===== config.mk =====
export PLATFORM = sky130hd
export DESIGN_NAME = seg7_helo_decoder
export DESIGN_NICKNAME = d
export VERILOG_FILES = /design/src/rtl/seg7_helo_decoder.sv
export SDC_FILE = /design/constraint.sdc
export NUM_CORES = 1
export LEC_CHECK = 0
export ABC_AREA = 0
export CORE_ASPECT_RATIO = 1.75
export CORE_MARGIN = 4
export CORE_UTILIZATION = 25
export DETAILED_ROUTE_END_ITERATION = 8
export PLACE_DENSITY = 0.42
export SLEW_MARGIN = 20
export SYNTH_ARGS = -nofsm -noshare
export SYNTH_HDL_FRONTEND = slang
export SYNTH_SLANG_ARGS = --single-unit

===== constraint.sdc =====
create_clock -name clk -period 3 [get_ports clk]
set_input_delay 0.75 -clock clk [delete_from_list [all_inputs] [get_ports clk]]
set_output_delay 0.75 -clock clk [all_outputs]
set_load 0.01 [all_outputs]

===== src/rtl/seg7_helo_decoder.sv =====
// Loop-back checker for the HELO seven-segment character set: decodes each pattern
// to its 3-bit code, spots complete "HELLO" words and keeps saturating tallies.
module seg7_helo_decoder #(
  parameter int CNT_W        = 8,
  parameter bit BLANK_BREAKS = 1'b1
) (
  input  logic             clk,
  input  logic             reset_n,
  input  logic [0:6]       seg_in,
  input  logic             seg_valid,
  output logic [2:0]       code_out,
  output logic             code_valid,
  output logic             seg_err,
  output logic             hello,
  output logic [CNT_W-1:0] hello_cnt,
  output logic [CNT_W-1:0] err_cnt
);

  typedef enum logic [2:0] {IDLE, GOT_H, GOT_E, GOT_L1, GOT_L2} state_t;

  // Table order fixes the match indices: 0=H 1=E 2=L 3=O 4=blank
  localparam logic [6:0] PAT  [5] = '{7'h48, 7'h30, 7'h71, 7'h01, 7'h7F};
  localparam logic [2:0] CODE [5] = '{3'h0, 3'h1, 3'h2, 3'h3, 3'h7};

  logic [6:0]       seg_word;
  logic [4:0]       match;
  logic [2:0]       code_dec;
  logic             illegal;
  state_t           state_reg, state_next;
  logic             hello_next;
  logic [2:0]       code_reg;
  logic             valid_reg, err_reg, hello_reg;
  logic [CNT_W-1:0] hello_cnt_reg, err_cnt_reg;

  assign seg_word = seg_in;

  genvar gi;
  generate
    for (gi = 0; gi < 5; gi++) begin : g_match
      assign match[gi] = (seg_word == PAT[gi]);
    end
  endgenerate

  always_comb begin
    code_dec = 3'h4;
    illegal  = 1'b1;
    for (int i = 0; i < 5; i++) begin
      if (match[i]) begin
        code_dec = CODE[i];
        illegal  = 1'b0;
      end
    end
  end

  always_comb begin
    state_next = state_reg;
    hello_next = 1'b0;
    if (seg_valid) begin
      // An H always restarts the word, whatever came before it
      if (match[0]) begin
        state_next = GOT_H;
      end else if (illegal) begin
        state_next = IDLE;
      end else if (match[4]) begin
        state_next = BLANK_BREAKS ? IDLE : state_reg;
      end else begin
        state_next = IDLE;
        case (state_reg)
          GOT_H:  if (match[1]) state_next = GOT_E;
          GOT_E:  if (match[2]) state_next = GOT_L1;
          GOT_L1: if (match[2]) state_next = GOT_L2;
          GOT_L2: if (match[3]) hello_next = 1'b1;
          default: state_next = IDLE;
        endcase
      end
    end
  end

  always_ff @(posedge clk or negedge reset_n) begin
    if (!reset_n) begin
      state_reg     <= IDLE;
      code_reg      <= 3'h7;
      valid_reg     <= 1'b0;
      err_reg       <= 1'b0;
      hello_reg     <= 1'b0;
      hello_cnt_reg <= '0;
      err_cnt_reg   <= '0;
    end else begin
      state_reg <= state_next;
      valid_reg <= seg_valid;
      hello_reg <= hello_next;
      if (seg_valid) begin
        code_reg <= code_dec;
        err_reg  <= illegal;
      end
      if (hello_next && (hello_cnt_reg != '1))
        hello_cnt_reg <= hello_cnt_reg + 1'b1;
      if (seg_valid && illegal && (err_cnt_reg != '1))
        err_cnt_reg <= err_cnt_reg + 1'b1;
    end
  end

  assign code_out   = code_reg;
  assign code_valid = valid_reg;
  assign seg_err    = err_reg;
  assign hello      = hello_reg;
  assign hello_cnt  = hello_cnt_reg;
  assign err_cnt    = err_cnt_reg;

endmodule

; Word-level counts from Yosys, hierarchy flattened
; Index checks and enable logic that the tools add are counted.
[op_classes]
n_addsub = 2
multipliers = 0
n_div = 0
order_cmp = 0
n_eq_ne = 11
n_shift = 0
muxes = 23
bitwise = 0
n_reduce_logical = 3
[ops]
columns = cell, n
row1 = $mux 3, 9
row2 = $eq 7x7->1 const B, 3
row3 = $add 8x1->8 const B, 2
row4 = $ne 8x8->1 const B, 2
row5 = $mux 1, 11
row6 = $pmux 3 s3, 1
row7 = $eq 7x1->1 const B, 1
row8 = $eq 7x6->1 const B, 1
row9 = $eq 3x2->1 const B, 2
row10 = $mux 2, 2
row11 = $eq 3x1->1 const B, 1
row12 = $eq 3x3->1 const B, 1
row13 = $logic_and 1x1->1, 3
[totals]
ff_bits = 25
latch_bits = 0
ram_bits = 0
romBits = 0
in_bits = 10
output_inout_bits = 22
wordCells = 46
n_memories = 0

; Depth between registers and ports, before layout
[logic_depth]
ltp_word = 10
ltp_mapped = 6
ltp_nobuf = 6

; Worst setup path after synthesis
; OpenSTA, ideal clock, no wires.
[synth_timing]
kind = in2reg
start = in seg_in[5] in the netlist's numbering
end = reg err_cnt_reg[1], in the netlist err_cnt[1]
setup_time_ns = 0.128
arrival_ns = 2.005
t_required_ns = 2.872
slack_ns = 0.867
stages = 5
n_path_buf = 0
path_cell_list = or3_1 > a211o_1 > nand4_4 > o21bai_4 > mux2_1
[synth_via]
elab_chain_len = 8
elab_cells_between_ends = 12
cone_classes = 5 x eq/ne / 5 x mux / 2 x reduce/logical
[synth_rtl]
columns = item, line
row1 = from (decl), 9  ; input logic [0:6] seg_in,
row2 = $eq 7x7->1, 40  ; assign match[gi] = (seg_word == PAT[gi]);
row3 = $mux 1 (4 in a row), 48  ; if (match[i]) begin
row4 = $mux 1 *, 48
row5 = $logic_and 1x1->1 * (2 in a row), 98  ; if (seg_valid && illegal && (err_cnt_reg != '1))
row6 = to (signal assigned), 99  ; err_cnt_reg <= err_cnt_reg + 1'b1;
row7 = to (decl), 33  ; logic [CNT_W-1:0] hello_cnt_reg, err_cnt_reg;
; Every way passes the cells marked *; elsewhere a longest branch is shown, timed or not.
; A chain may end at the register's enable or synchronous reset.

; Worst setup path in the final report
[layout_timing]
start = in seg_in[1] in the netlist's numbering
end = reg err_cnt_reg[1], in the netlist err_cnt[1]
; Same word-level chain as after synthesis.

==> metrics <==
initial antenna violation count=0; Starting DRT DRC Count=39; Syn Nets=134; critical-path cell list=clkdlybuf4s50_1 -> nand4bb_1 -> a2111o_1 -> nand4_4 -> o21bai_4 -> mux2_1; Synth area leader=dfrtp_1; crit path launch type=input port; top cell type's share of synthesized area=a little over two fifths; flops & latches, synth=25; HP Class=register to register; Post-synth EDFFs=0; CP max FO=8; vias in the first global route=1109; GRT Overall Usage=under 10%; 1st-pass router iterations=4; clock buffer depth=2; Chip Height=roughly 100 um; fin crit period=about 2.5 ns; peak supply drop=~0.33 mV; clock buffer count from CTS=3; antenna viol nets, final=0; CTS clk-pin slew, worst paths=~0.090 ns; RSZ-0062 raised after global routing=false; Nets=around 170; outcome=finished, final reports clean; Cells after Synth=approximately 120; CP endpoint kind=register; met2 usage=16.9%; root buffer cell=clkbuf_8; Filler cells=537; YS warnings=0; CTS tree=built; final wirelength=2980 um; Skew-Pair Late Insertion Delay=about 0.27 ns; largest net degree at the start of global routing=26; via count=1063; I/O pins=32; grt peak-use layer=met2; pre-CTS WS=roughly 0.24 ns; final core utilization=between 30% and 40%; Seq/Total Area, Yosys=around half; peak per-stage delay on the critical path=0.50 ns; fin area=between 1500 and 2000 um^2; I/O Buffers=31; clk sinks=25; Post-route DRC=0; grt met1 use=12.0%; detail-routed via count per cell=between 5 and 6; slowest CP cell=clkdlybuf4s50_1; Worst-Margin Slew=0.602 ns; PwrDens=551 nW/um^2; Non-Filler Instances=approximately 210; Rows=34; Die Span X=between 60 and 70 um; Crit path max-delay family=compound AO/OA/AOI/OAI gates; Final HPWL DP=2250 um; post-synthesis cell area=roughly 1300 um^2; Async SR Flop Fraction=100%; most common cell in the netlist=dfrtp_1; Starting Density=25.9%; DR WL/cell=14.1 um; Area Overhead vs Synth=34.0%; final hold violation count=0; Buf/Inv on CP=1; Post-Place Cells=208; RePlAce Congestion=~0.9; period utilization=approximately 80%; synth cell count leaders=dfrtp_1, nand2_1, nor2_1; syn_area_per_cell=roughly 11 um^2; full die area=~6400 um^2; largest cells by area after synthesis=dfrtp_1, dfstp_2, xnor2_1; Clock Skew=about 0.0088 ns; post-synth cell types=35; worst hold slack=between 0.4 and 0.5 ns; # hold bufs at CTS=0; min setup slack post-route=approximately 0.53 ns; total gr overflow=0; leak pwr=around 0.7 nW; post_cts resized=0; crit path kind=input port to register; first-pass GRT wire length=5280 um; maximum clock rate=0.405 GHz; Post-CTS Setup Bufs=0; routing usage on met3=roughly 2.4%; core area=around 5000 um^2; max_cap viols=0; Final setup viols=0; dominant synthesized flop cell=dfrtp_1; Worst Path Arrival=2.63 ns; DP Area=about 1700 um^2; CTS H-tree lvls=1; layout cells sized above 1=approximately 9%; fin. max-slew vios=0; Antenna Cells=0; Power Total=0.950 mW; Worst Path Required=around 3.2 ns; Sum Neg Setup Slack=0 ns; max_slew headroom=59.5%
-- cells in the final DEF, fill, tap and decap left out, drive strengths merged, types with 2 or more instances in the layout --
cell and instances:
nand2b 2, ha 2, nand3 7, nand4 5, nor2b 2, and3 4
mux2 4, a31oi 2, dfrtp 22, nor3 3, nor2 11, nor4 2
o21ai 4, inv 6, buf 3, clkdlybuf4s50 31, and4 2, xnor2 8
clkbuf 3, nand4bb 2, a21oi 3, dfstp 3, nand2 11, xor2 4
o32ai 2
-- worst register-to-register path: cells and delay by family, from the launching register on --
kind            cells  cell delay (ns)
flops               1             0.43
mux                 1             0.36
fa+ha+maj           1             0.23
simple gates        2             0.41
compound gates      1             0.49
-- routing by layer --
layer	vias up	wire (um)
met2	27	1480
met4	0	41
li1	512	-
met5	-	0
met1	520	1300
met3	4	160
-- layout make-up --
cell class | count | area [um^2] | share of cell area [%]
repair buffers | 34 | 333 | 19.3
clock inverters | 1 | 5.00 | 0.290
inverters | 6 | 22.5 | 1.31
clock buffers | 3 | 41.3 | 2.39
flip-flops and latches | 25 | 629 | 36.5
multi-input cells | 89 | 627 | 36.3
well taps | 54 | 67.6 | 3.92
-- path summary, 6_finish.rpt --
path	end	depth (start not counted)	from	slack [ns]
setup / recovery	err_cnt[1]	6	seg_in[1]	0.53
hold / removal	code_out[1]	2	code_out[1]	0.48
setup reg to reg	hello_cnt[1]	5	hello_cnt[0]	0.97
hold reg to reg	code_out[1]	2	code_out[1]	0.48
max in group asynchronous	code_out[0]	2	reset_n	1.85
min in group asynchronous	err_cnt[1]	2	reset_n	0.83
-- where the power goes --
part / total, mW / internal (mW) / switching, mW
combinational: 0.287 / 0.164 / 0.122
sequential: 0.463 / 0.394 / 0.0689
clock: 0.200 / 0.0928 / 0.107
total: 0.950 / 0.651 / 0.299
-- cell families after synthesis --
family | after synthesis | share of synthesized area (%)
AOI/OAI and AO/OA | 19 | 12.7
xor gates and xnor gates | 12 | 8.16
adders and majority gates | 2 | 1.94
buffers and inverters | 8 | 2.43
DFF | 25 | 48.9
muxes | 4 | 3.50
and+or+nand+nor | 52 | 22.4
Power figures use the tool's default switching activity.
